`src/rtl/id_ex_stage_if.sv`:
```
// ID/EX stage bus: decoded ID fields, register file read data, write-back port,
// EX-side control, and the registered EX-bound outputs of the pipeline register.
//   master : drives the ID/WB/EX-control side and observes the EX slot
//   slave  : the ID/EX pipeline register itself
interface id_ex_stage_if #(
    parameter int unsigned DATA_W = 32,
    parameter int unsigned ADDR_W = 5,
    parameter int unsigned CTRL_W = 8,
    parameter int unsigned CNT_W  = 16
);
    // ID side
    logic              id_valid;
    logic [ADDR_W-1:0] id_rs_addr;
    logic [ADDR_W-1:0] id_rt_addr;
    logic [ADDR_W-1:0] id_rd_addr;
    logic              id_uses_rs;
    logic              id_uses_rt;
    logic [CTRL_W-1:0] id_ctrl;
    logic [DATA_W-1:0] id_imm;
    // Register file read data
    logic [DATA_W-1:0] rs_data;
    logic [DATA_W-1:0] rt_data;
    // Write-back port
    logic              wb_regwrite;
    logic [ADDR_W-1:0] wb_addr;
    logic [DATA_W-1:0] wb_data;
    // EX control
    logic              ex_stall;
    logic              ex_flush;
    // Outputs
    logic              stall;
    logic              ex_valid;
    logic [ADDR_W-1:0] ex_rs_addr;
    logic [ADDR_W-1:0] ex_rt_addr;
    logic [ADDR_W-1:0] ex_rd_addr;
    logic [CTRL_W-1:0] ex_ctrl;
    logic [DATA_W-1:0] ex_imm;
    logic [DATA_W-1:0] ex_rs_data;
    logic [DATA_W-1:0] ex_rt_data;
    logic [CNT_W-1:0]  bubble_cnt;

    modport master (
        output id_valid, id_rs_addr, id_rt_addr, id_rd_addr, id_uses_rs, id_uses_rt,
               id_ctrl, id_imm, rs_data, rt_data, wb_regwrite, wb_addr, wb_data,
               ex_stall, ex_flush,
        input  stall, ex_valid, ex_rs_addr, ex_rt_addr, ex_rd_addr, ex_ctrl, ex_imm,
               ex_rs_data, ex_rt_data, bubble_cnt
    );

    modport slave (
        input  id_valid, id_rs_addr, id_rt_addr, id_rd_addr, id_uses_rs, id_uses_rt,
               id_ctrl, id_imm, rs_data, rt_data, wb_regwrite, wb_addr, wb_data,
               ex_stall, ex_flush,
        output stall, ex_valid, ex_rs_addr, ex_rt_addr, ex_rd_addr, ex_ctrl, ex_imm,
               ex_rs_data, ex_rt_data, bubble_cnt
    );
endinterface

```
`src/rtl/id_ex_stage.sv`:
```
// ID/EX pipeline register sitting directly behind the register file.
// Captures decoded fields plus RS/RT read data, bypasses same-cycle write-back
// (the register file does not), detects load-use hazards and inserts one bubble
// per hazard, and honours EX stall/flush.
// Ports:
//   clk_i   : clock, rising edge
//   rst_n_i : asynchronous reset, active low; clears every registered output
//   bus     : id_ex_stage_if.slave -- ID fields, RF data, WB port, EX control in;
//             stall (combinational) and registered EX slot + bubble counter out
module id_ex_stage #(
    parameter int unsigned DATA_W      = 32,
    parameter int unsigned ADDR_W      = 5,
    parameter int unsigned CTRL_W      = 8,
    parameter int unsigned MEMREAD_BIT = 3,
    parameter int unsigned CNT_W       = 16
) (
    input  logic          clk_i,
    input  logic          rst_n_i,
    id_ex_stage_if.slave  bus
);

    logic              ex_valid_q,   ex_valid_d;
    logic [ADDR_W-1:0] ex_rs_addr_q, ex_rs_addr_d;
    logic [ADDR_W-1:0] ex_rt_addr_q, ex_rt_addr_d;
    logic [ADDR_W-1:0] ex_rd_addr_q, ex_rd_addr_d;
    logic [CTRL_W-1:0] ex_ctrl_q,    ex_ctrl_d;
    logic [DATA_W-1:0] ex_imm_q,     ex_imm_d;
    logic [DATA_W-1:0] ex_rs_data_q, ex_rs_data_d;
    logic [DATA_W-1:0] ex_rt_data_q, ex_rt_data_d;
    logic [CNT_W-1:0]  bubble_cnt_q, bubble_cnt_d;

    logic              wb_nz;
    logic              byp_rs, byp_rt;
    logic [DATA_W-1:0] rs_fwd, rt_fwd;
    logic              lu;

    // Write-back to r0 is architecturally discarded, so never forward it.
    assign wb_nz  = bus.wb_regwrite && (bus.wb_addr != '0);
    assign byp_rs = wb_nz && (bus.wb_addr == bus.id_rs_addr);
    assign byp_rt = wb_nz && (bus.wb_addr == bus.id_rt_addr);
    assign rs_fwd = byp_rs ? bus.wb_data : bus.rs_data;
    assign rt_fwd = byp_rt ? bus.wb_data : bus.rt_data;

    // Load in EX whose result the ID instruction needs next cycle.
    assign lu = ex_valid_q && ex_ctrl_q[MEMREAD_BIT] && (ex_rd_addr_q != '0) &&
                bus.id_valid &&
                ((bus.id_uses_rs && (bus.id_rs_addr == ex_rd_addr_q)) ||
                 (bus.id_uses_rt && (bus.id_rt_addr == ex_rd_addr_q)));

    // A flush kills the consumer, so a hazard against it must not freeze fetch.
    assign bus.stall = bus.ex_stall | (lu & ~bus.ex_flush);

    always_comb begin
        ex_valid_d   = ex_valid_q;
        ex_rs_addr_d = ex_rs_addr_q;
        ex_rt_addr_d = ex_rt_addr_q;
        ex_rd_addr_d = ex_rd_addr_q;
        ex_ctrl_d    = ex_ctrl_q;
        ex_imm_d     = ex_imm_q;
        ex_rs_data_d = ex_rs_data_q;
        ex_rt_data_d = ex_rt_data_q;
        bubble_cnt_d = bubble_cnt_q;

        if (bus.ex_flush) begin
            ex_valid_d = 1'b0;
            ex_ctrl_d  = '0;
        end else if (bus.ex_stall) begin
            // Held operands would otherwise miss a write-back that retires meanwhile.
            if (wb_nz && (bus.wb_addr == ex_rs_addr_q)) begin
                ex_rs_data_d = bus.wb_data;
            end
            if (wb_nz && (bus.wb_addr == ex_rt_addr_q)) begin
                ex_rt_data_d = bus.wb_data;
            end
        end else if (lu) begin
            ex_valid_d = 1'b0;
            ex_ctrl_d  = '0;
            if (bubble_cnt_q != '1) begin
                bubble_cnt_d = bubble_cnt_q + CNT_W'(1);
            end
        end else begin
            ex_valid_d   = bus.id_valid;
            ex_rs_addr_d = bus.id_rs_addr;
            ex_rt_addr_d = bus.id_rt_addr;
            ex_rd_addr_d = bus.id_rd_addr;
            ex_ctrl_d    = bus.id_valid ? bus.id_ctrl : '0;
            ex_imm_d     = bus.id_imm;
            ex_rs_data_d = rs_fwd;
            ex_rt_data_d = rt_fwd;
        end
    end

    always_ff @(posedge clk_i or negedge rst_n_i) begin
        if (!rst_n_i) begin
            ex_valid_q   <= 1'b0;
            ex_rs_addr_q <= '0;
            ex_rt_addr_q <= '0;
            ex_rd_addr_q <= '0;
            ex_ctrl_q    <= '0;
            ex_imm_q     <= '0;
            ex_rs_data_q <= '0;
            ex_rt_data_q <= '0;
            bubble_cnt_q <= '0;
        end else begin
            ex_valid_q   <= ex_valid_d;
            ex_rs_addr_q <= ex_rs_addr_d;
            ex_rt_addr_q <= ex_rt_addr_d;
            ex_rd_addr_q <= ex_rd_addr_d;
            ex_ctrl_q    <= ex_ctrl_d;
            ex_imm_q     <= ex_imm_d;
            ex_rs_data_q <= ex_rs_data_d;
            ex_rt_data_q <= ex_rt_data_d;
            bubble_cnt_q <= bubble_cnt_d;
        end
    end

    assign bus.ex_valid   = ex_valid_q;
    assign bus.ex_rs_addr = ex_rs_addr_q;
    assign bus.ex_rt_addr = ex_rt_addr_q;
    assign bus.ex_rd_addr = ex_rd_addr_q;
    assign bus.ex_ctrl    = ex_ctrl_q;
    assign bus.ex_imm     = ex_imm_q;
    assign bus.ex_rs_data = ex_rs_data_q;
    assign bus.ex_rt_data = ex_rt_data_q;
    assign bus.bubble_cnt = bubble_cnt_q;

endmodule

```
`src/flat_wrapper.sv`:
```
// flat-port wrapper written by rule: the top's interface ports become plain ports
module id_ex_stage_flat 
#(
    parameter int unsigned DATA_W      = 32,
    parameter int unsigned ADDR_W      = 5,
    parameter int unsigned CTRL_W      = 8,
    parameter int unsigned MEMREAD_BIT = 3,
    parameter int unsigned CNT_W       = 16
)
  (clk_i, rst_n_i, bus_id_valid, bus_id_rs_addr, bus_id_rt_addr, bus_id_rd_addr, bus_id_uses_rs, bus_id_uses_rt, bus_id_ctrl, bus_id_imm, bus_rs_data, bus_rt_data, bus_wb_regwrite, bus_wb_addr, bus_wb_data, bus_ex_stall, bus_ex_flush, bus_stall, bus_ex_valid, bus_ex_rs_addr, bus_ex_rt_addr, bus_ex_rd_addr, bus_ex_ctrl, bus_ex_imm, bus_ex_rs_data, bus_ex_rt_data, bus_bubble_cnt);
  id_ex_stage_if #(.DATA_W(DATA_W), .ADDR_W(ADDR_W), .CTRL_W(CTRL_W), .CNT_W(CNT_W)) bus_i ();
  input  logic clk_i;
  input  logic rst_n_i;
  input wire logic [$bits(bus_i.id_valid)-1:0] bus_id_valid;
  input wire logic [$bits(bus_i.id_rs_addr)-1:0] bus_id_rs_addr;
  input wire logic [$bits(bus_i.id_rt_addr)-1:0] bus_id_rt_addr;
  input wire logic [$bits(bus_i.id_rd_addr)-1:0] bus_id_rd_addr;
  input wire logic [$bits(bus_i.id_uses_rs)-1:0] bus_id_uses_rs;
  input wire logic [$bits(bus_i.id_uses_rt)-1:0] bus_id_uses_rt;
  input wire logic [$bits(bus_i.id_ctrl)-1:0] bus_id_ctrl;
  input wire logic [$bits(bus_i.id_imm)-1:0] bus_id_imm;
  input wire logic [$bits(bus_i.rs_data)-1:0] bus_rs_data;
  input wire logic [$bits(bus_i.rt_data)-1:0] bus_rt_data;
  input wire logic [$bits(bus_i.wb_regwrite)-1:0] bus_wb_regwrite;
  input wire logic [$bits(bus_i.wb_addr)-1:0] bus_wb_addr;
  input wire logic [$bits(bus_i.wb_data)-1:0] bus_wb_data;
  input wire logic [$bits(bus_i.ex_stall)-1:0] bus_ex_stall;
  input wire logic [$bits(bus_i.ex_flush)-1:0] bus_ex_flush;
  output wire logic [$bits(bus_i.stall)-1:0] bus_stall;
  output wire logic [$bits(bus_i.ex_valid)-1:0] bus_ex_valid;
  output wire logic [$bits(bus_i.ex_rs_addr)-1:0] bus_ex_rs_addr;
  output wire logic [$bits(bus_i.ex_rt_addr)-1:0] bus_ex_rt_addr;
  output wire logic [$bits(bus_i.ex_rd_addr)-1:0] bus_ex_rd_addr;
  output wire logic [$bits(bus_i.ex_ctrl)-1:0] bus_ex_ctrl;
  output wire logic [$bits(bus_i.ex_imm)-1:0] bus_ex_imm;
  output wire logic [$bits(bus_i.ex_rs_data)-1:0] bus_ex_rs_data;
  output wire logic [$bits(bus_i.ex_rt_data)-1:0] bus_ex_rt_data;
  output wire logic [$bits(bus_i.bubble_cnt)-1:0] bus_bubble_cnt;
  assign bus_i.id_valid = bus_id_valid;
  assign bus_i.id_rs_addr = bus_id_rs_addr;
  assign bus_i.id_rt_addr = bus_id_rt_addr;
  assign bus_i.id_rd_addr = bus_id_rd_addr;
  assign bus_i.id_uses_rs = bus_id_uses_rs;
  assign bus_i.id_uses_rt = bus_id_uses_rt;
  assign bus_i.id_ctrl = bus_id_ctrl;
  assign bus_i.id_imm = bus_id_imm;
  assign bus_i.rs_data = bus_rs_data;
  assign bus_i.rt_data = bus_rt_data;
  assign bus_i.wb_regwrite = bus_wb_regwrite;
  assign bus_i.wb_addr = bus_wb_addr;
  assign bus_i.wb_data = bus_wb_data;
  assign bus_i.ex_stall = bus_ex_stall;
  assign bus_i.ex_flush = bus_ex_flush;
  assign bus_stall = bus_i.stall;
  assign bus_ex_valid = bus_i.ex_valid;
  assign bus_ex_rs_addr = bus_i.ex_rs_addr;
  assign bus_ex_rt_addr = bus_i.ex_rt_addr;
  assign bus_ex_rd_addr = bus_i.ex_rd_addr;
  assign bus_ex_ctrl = bus_i.ex_ctrl;
  assign bus_ex_imm = bus_i.ex_imm;
  assign bus_ex_rs_data = bus_i.ex_rs_data;
  assign bus_ex_rt_data = bus_i.ex_rt_data;
  assign bus_bubble_cnt = bus_i.bubble_cnt;
  id_ex_stage #(.DATA_W(DATA_W), .ADDR_W(ADDR_W), .CTRL_W(CTRL_W), .MEMREAD_BIT(MEMREAD_BIT), .CNT_W(CNT_W)) u_core (.clk_i(clk_i), .rst_n_i(rst_n_i), .bus(bus_i));
endmodule
```
`config.mk`:
```
export PLATFORM = sky130hd
export DESIGN_NAME = id_ex_stage_flat
export DESIGN_NICKNAME = d
export VERILOG_FILES = /design/src/rtl/id_ex_stage_if.sv /design/src/rtl/id_ex_stage.sv /design/src/flat_wrapper.sv
export SDC_FILE = /design/constraint.sdc
export NUM_CORES = 1
export LEC_CHECK = 0
export BUFFER_PORTS_ARGS = -buffer_cell sky130_fd_sc_hd__buf_2
export CAP_MARGIN = 5
export CORE_AREA = 2 2 132 134
export DETAILED_ROUTE_END_ITERATION = 10
export DIE_AREA = 0 0 134 136
export PLACE_DENSITY = 0.72
export SLEW_MARGIN = 40
export SYNTH_ARGS = -nofsm -noshare
export SYNTH_HDL_FRONTEND = slang
export SYNTH_SLANG_ARGS = --single-unit
```
`constraint.sdc`:
```
create_clock -name clk_i -period 1.9 [get_ports clk_i]
set_input_delay 0.19 -clock clk_i [delete_from_list [all_inputs] [get_ports clk_i]]
set_output_delay 0.19 -clock clk_i [all_outputs]
set_load 0.05 [all_outputs]
```
# After elaboration in Yosys (flattened, before gate mapping)

Index checks and enable logic that the tools add are counted.

Bits in latches: 0
Input port bits: 164
Logic and storage cells: 59
Bits in read-only memories: 0
Output and inout bits: 137
Memories kept: 0
Bits in registers: 136
Memory bits (writable): 0

Shifts and indexed selects: 0
Bitwise gates (word level): 5
Divide/modulo/power cells: 0
Add/sub/neg operators: 1
Multiply operators: 0
Mux-type cells: 15
$lt $le $gt $ge: 0
Equality and inequality tests: 11
Reductions and logical operators: 18

Operators by type and width:

| operator              | number |
|---|---|
| $mux 32               | 8 |
| $mux 8                | 4 |
| $eq 5x5->1            | 6 |
| $add 16x1->16 const B | 1 |
| $ne 16x16->1 const B  | 1 |
| $logic_and 1x1->1     | 11 |
| $reduce_bool 5->1     | 2 |
| $reduce_and 3->1      | 3 |
| $ne 2x1->1 const B    | 3 |
| $reduce_and 4->1      | 1 |
| $mux 1                | 3 |
| $not 1->1             | 3 |
| $ne 2x2->1 const B    | 1 |
| $and 1x1->1           | 1 |
| $logic_or 1x1->1      | 1 |
| $or 1x1->1            | 1 |

# Logic depth before layout (Yosys ltp)

Depth in word-level cells: 7
Gate-level depth with buffers: 8
Gate-level depth less buffers: 7

# Worst setup path before layout

OpenSTA, ideal clock, no wires.

Kind: flip-flop to flip-flop
Start: register u_core.ex_rd_addr_q[4] (netlist: u_core.bus.ex_rd_addr[4])
End: register u_core.ex_imm_q[0] (netlist: u_core.bus.ex_imm[0])
Data required time: 1.775 ns
Setup time: 0.125 ns
Buffers on the path: 2
Stages on the path, launching flop included: 8
Setup slack: -0.435 ns
Period minus slack after synthesis: 2.335 ns
Data arrival time: 2.210 ns
Cell sequence: dfrtp_1 -> xnor2_1 -> nand4_1 -> o22ai_1 -> a21boi_0 -> buf_2 -> buf_2 -> mux2_2

Word-level cells in the longest chain between the ends: 6
Elaborated cells on any way between the ends: 11
Those cells by class: 2 x eq/ne; 1 x bitwise; 8 x reduce/logical

Ends and longest elaborated chain:

| item                                                  | RTL line                                                | source |
|---|---|---|
| from (decl)                                           | id_ex_stage.sv:25                                       | `logic [ADDR_W-1:0] ex_rd_addr_q, ex_rd_addr_d;` |
| from (signal assigned)                                | id_ex_stage.sv:108                                      | `ex_rd_addr_q <= ex_rd_addr_d;` |
| $eq 5x5->1 (tied with other cells)                    | id_ex_stage.sv:47                                       | `((bus.id_uses_rs && (bus.id_rs_addr == ex_rd_addr_q)) \|\|` |
| $logic_and 1x1->1 (on tied branches)                  | id_ex_stage.sv:47, id_ex_stage.sv:45, id_ex_stage.sv:48 |  |
| $logic_or 1x1->1 or $logic_and 1x1->1 (tied branches) | id_ex_stage.sv:47, id_ex_stage.sv:45                    |  |
| $logic_and 1x1->1 *                                   | id_ex_stage.sv:46                                       | `bus.id_valid &&` |
| $not 1->1 (no line) *                                 | --                                                      |  |
| $reduce_and 3->1 (no line) *                          | --                                                      |  |
| to (signal assigned)                                  | id_ex_stage.sv:110                                      | `ex_imm_q <= ex_imm_d;` |
| to (decl)                                             | id_ex_stage.sv:27                                       | `logic [DATA_W-1:0] ex_imm_q, ex_imm_d;` |

Every way passes the cells marked *; elsewhere a longest branch is shown, timed or not.
A chain may end at the register's enable or synchronous reset.

# Worst setup path after layout

Start: register u_core.ex_rd_addr_q[2] (netlist: u_core.bus.ex_rd_addr[2])
End: register u_core.ex_imm_q[6] (netlist: u_core.bus.ex_imm[6])

The elaborated chain is that of the path after synthesis.

==> qor.txt <==
==============================================================================
Run status ...................................................... finished with violations
Violations in the final reports ................................. negative setup slack
Layout Utilization ..............................................        61.9%
Kind of start point of the critical path ........................         flop
Length in cells of the worst reg-to-reg path ....................           11
Gate count after technology mapping .............................          456
Start-to-end type of the worst setup path ....................... flop to flop
RSZ-0062 raised after global routing ............................          yes
Largest vdd supply drop .........................................     0.603 mV
Number of standard-cell rows in the floorplan ...................           48
Number of top-level pins ........................................          301
Number of vias after detailed routing ...........................         5393
Leftover overflow at the end of global routing ..................            0
Cell area power density ......................................... 1020 nW/um^2
Final period demand of the worst path ...........................      2.22 ns
Total standard cell area after synthesis ........................   6610 sq um
Number of synthesized register bits .............................          136
Clock network latency to the later pin of the worst-skew pair ...      0.42 ns
Total clock sinks ...............................................          136
Via count of the first global-routing pass ......................         5636
Count of flip-flops with a built-in enable after synthesis ......            0
Die span in x ...................................................  134 microns
Switching Share .................................................        35.8%
Level count of the clock H-tree .................................            4
Hold slack final ................................................    0.0213 ns
Count of final setup violators ..................................          131
Sequential area share after synthesis ...........................        51.5%
Worst Tran Pin Value ............................................     0.584 ns
Worst path max stage delay ......................................      0.45 ns
Min-Delay Path Class ............................................ input port to flop
Synthesized Nets ................................................          621
Worst R2R End ................................................... u_core.bus.ex_imm[6]
Fraction of layout cells with a size suffix above 1 .............        72.6%
Detailed Routing Iterations Pass 1 ..............................            4
Biggest area contributors in the synthesized netlist ............ sky130_fd_sc_hd__dfrtp_1, sky130_fd_sc_hd__mux2_2, sky130_fd_sc_hd__mux2_4
Proportion of netlist area held by the largest area contributor .        51.5%
Slew margin rel. ................................................        60.8%
Count of filler cells inserted in the layout ....................         1292
Switching power total ...........................................      3.82 mW
Worst path cell trace ........................................... buf_6 -> xnor2_1 -> nand2_1 -> o22ai_2 -> buf_6 -> a21boi_4 -> buf_4 -> buf_6 -> buf_8 -> clkbuf_16 -> mux2_2
Port bufs .......................................................          300
Final Instance Count excl. Fillers ..............................         1101
Biggest area consumer among synthesized cells ................... sky130_fd_sc_hd__dfrtp_1
Half-perimeter wire length after placement ...................... 13300 microns
Combinational fraction of design power ..........................        33.1%
Critical-path maximum fanout ....................................            6
Wire length of the first global-routing pass .................... 30300 microns
Critical-path top delay cell .................................... sky130_fd_sc_hd__dfrtp_2
Post-route ant nets .............................................            0
Clk_skew ........................................................    0.0125 ns
Violation count after the first detailed-route iteration ........          168
Placement Setup Slack ...........................................    -0.361 ns
Total wire length ............................................... 20100 microns
Leak pwr ........................................................      5.24 nW
WP data arrival .................................................      2.51 ns
Total Routing Usage GR ..........................................        21.5%
CTS buffer count ................................................           17
Critical Path RT ................................................      2.20 ns
Setup slack of the most critical reg-to-reg path ................     -0.32 ns
Maximum root-to-sink buffer count ...............................            2
Number of max-slew violations in the final report ...............            0
Clock transition at the registers of the reported paths .........      0.06 ns
Hold path startpoint ............................................ bus_id_rd_addr[2]
Area enclosed by the die boundary ...............................  18200 sq um
Achievable frequency ............................................      451 MHz
Commonest register cell after synthesis ......................... sky130_fd_sc_hd__dfrtp_1
Die extent in y .................................................  136 microns
Share of total power in the clock network .......................        33.5%
DR DRC count ....................................................            0
Worst Setup End Kind ............................................         flop
Total power consumption of the routed design ....................      10.7 mW
Floorplan core area .............................................  16900 sq um
WHS Path Cells ..................................................            2
Commonest cells post-synth ...................................... sky130_fd_sc_hd__mux2_2, sky130_fd_sc_hd__dfrtp_1, sky130_fd_sc_hd__mux2_4
Fraction of the cycle the final worst path needs ................         117%
Share of power burned in registers ..............................        33.5%
Post-synth cell types ...........................................           35
Hold endpoint ................................................... u_core.bus.ex_rd_addr[2]
Number of placed instances with taps included ...................         1008
Final worst-path setup slack ....................................    -0.317 ns
Count of warnings emitted by yosys ..............................            0
Internal portion of total power .................................      6.86 mW
Antenna violations before repair ................................            3
Count leader, synth ............................................. sky130_fd_sc_hd__mux2_2
CTS Root Buffer Type ............................................ sky130_fd_sc_hd__clkbuf_16
Maximum number of pins on one net before global-route repair ....           40
Syn avg cell area ...............................................   14.5 sq um
Area added between synthesis and finish .........................        58.1%
# Max-Cap Violations ............................................            0
Async SR Flop Fraction ..........................................         100%
Most used cell along the critical path .......................... sky130_fd_sc_hd__buf_6
Crit Reg-Reg Startpoint ......................................... u_core.bus.ex_rd_addr[2]
Avg WL per Cell ................................................. 18.3 microns
Hold Fails Final Rpt ............................................            0
Mean number of vias per cell ....................................         4.90
Initial cell density of the core ................................        39.2%
Final nets ......................................................         1027
CTS tree ........................................................         done
Placer congestion estimate ......................................        0.805
==============================================================================
-- worst max path at each step --
stage | from | cells after the start | end
6_report | u_core.bus.ex_rd_addr[2] | 11 | u_core.bus.ex_imm[6]
2_1_floorplan | bus_wb_addr[0] | 7 | u_core.bus.ex_rt_data[10]
3_3_place_gp | bus_wb_addr[0] | 7 | u_core.bus.ex_rt_data[14]
5_1_grt | u_core.bus.ex_rd_addr[1] | 8 | bus_stall
4_1_cts | u_core.bus.ex_rd_addr[2] | 11 | u_core.bus.ex_rs_data[15]
3_5_place_dp | bus_wb_addr[0] | 7 | u_core.bus.ex_rt_data[16]
-- layout by cell type (no fill, tap or decap), types with 5 or more instances in the layout --
cell,Yosys,layout
sky130_fd_sc_hd__xnor2_1,22,17
sky130_fd_sc_hd__buf_4,9,39
sky130_fd_sc_hd__xor2_1,23,23
sky130_fd_sc_hd__nor2_4,0,8
sky130_fd_sc_hd__mux2_4,30,74
sky130_fd_sc_hd__buf_2,9,298
sky130_fd_sc_hd__xnor2_2,0,5
sky130_fd_sc_hd__buf_12,3,12
sky130_fd_sc_hd__nand4_1,6,6
sky130_fd_sc_hd__buf_6,2,21
sky130_fd_sc_hd__a32o_1,8,8
sky130_fd_sc_hd__nand3_1,8,8
sky130_fd_sc_hd__dfrtp_2,0,15
sky130_fd_sc_hd__mux2_2,146,102
sky130_fd_sc_hd__dlygate4sd3_1,0,36
sky130_fd_sc_hd__clkbuf_16,0,19
sky130_fd_sc_hd__nand2_1,7,6
sky130_fd_sc_hd__dfrtp_1,136,121
-- worst max-delay path, delay by kind of cell (launching register included) --
family / cells / cell delay, ns
buffers and inverters: 6 / 0.82
DFF: 1 / 0.45
muxes: 1 / 0.33
AOI/OAI and AO/OA: 2 / 0.32
xor gates and xnor gates: 1 / 0.11
and+or+nand+nor: 1 / 0.07
-- routing by layer --
layer / GRT usage, % / part of all wire (%) / vias up
li1: - / - / 2460
met1: 26.1 / 41 / 2662
met2: 36.4 / 50 / 227
met4: 8.33 / 2.7 / 2
met5: 0 / 0.065 / -
met3: 6.00 / 7.0 / 42
-- state kept, by name, indices dropped and copies added (netlist names) --
register / cells
u_core.bus.ex_rt_data: 32
u_core.bus.bubble_cnt: 16
u_core.bus.ex_imm: 32
u_core.bus.ex_rs_addr: 5
u_core.bus.ex_ctrl: 8
u_core.bus.ex_rd_addr: 5
u_core.bus.ex_rs_data: 32
u_core.bus.ex_rt_addr: 5
u_core.bus.ex_valid: 1
-- power by group through the flow --
stage | clock [mW] | combinational [mW] | sequential, mW
floorplan | 0 | 0.838 | 5.04
global placement | 0 | 3.18 | 3.58
detailed placement | 0 | 3.21 | 3.59
CTS | 3.65 | 3.48 | 3.56
global route | 3.78 | 3.68 | 3.62
finish | 3.58 | 3.53 | 3.57
-- final cells by class --
type / instances / area (sq um) / share of cell area (%)
flip-flops and latches: 136 / 3420 / 32.8
multi-input cells: 292 / 3350 / 32.1
repair buffers: 412 / 2740 / 26.3
clock buffers: 18 / 439 / 4.20
well taps: 225 / 282 / 2.69
clock inverters: 14 / 195 / 1.87
inverters: 3 / 11.3 / 0.108
diodes: 1 / 2.50 / 0.0239
-- through the flow --
stage / cell area [sq um] / setup TNS [ns]
2_1_floorplan: 6680 / -14.96
3_3_place_gp: 8710 / -23.69
3_5_place_dp: 8710 / -25.79
4_1_cts: 10200 / -20.44
5_1_grt: 10400 / -43.14
6_report: 10400 / -32.83
-- cells by family (layout without fill, tap and decap cells) --
| logic type | count (synthesis) | in the layout | synth area share (%) |
|---|---|---|---|
| AO/OA/AOI/OAI | 17 | 18 | 3.07 |
| XOR/XNOR | 45 | 45 | 5.96 |
| adder cells (fa/ha/maj) | 1 | 1 | 0.189 |
| buffers and inverters | 29 | 447 | 3.45 |
| flip-flops | 136 | 136 | 51.5 |
| multiplexers | 176 | 176 | 31.7 |
| other | 0 | 1 | 0 |
| AND/OR/NAND/NOR | 52 | 52 | 4.15 |
-- what timing repair did --
item,in CTS,in global routing
endpoints found under the hold margin,69,0
endpoints found under the setup margin,113,137
cloned,5,4
buffers inserted,12,7
gates resized for setup,62,61
hold buffers,36,0
pin swaps,8,16
No activity file was read; power rests on OpenSTA's default activity.
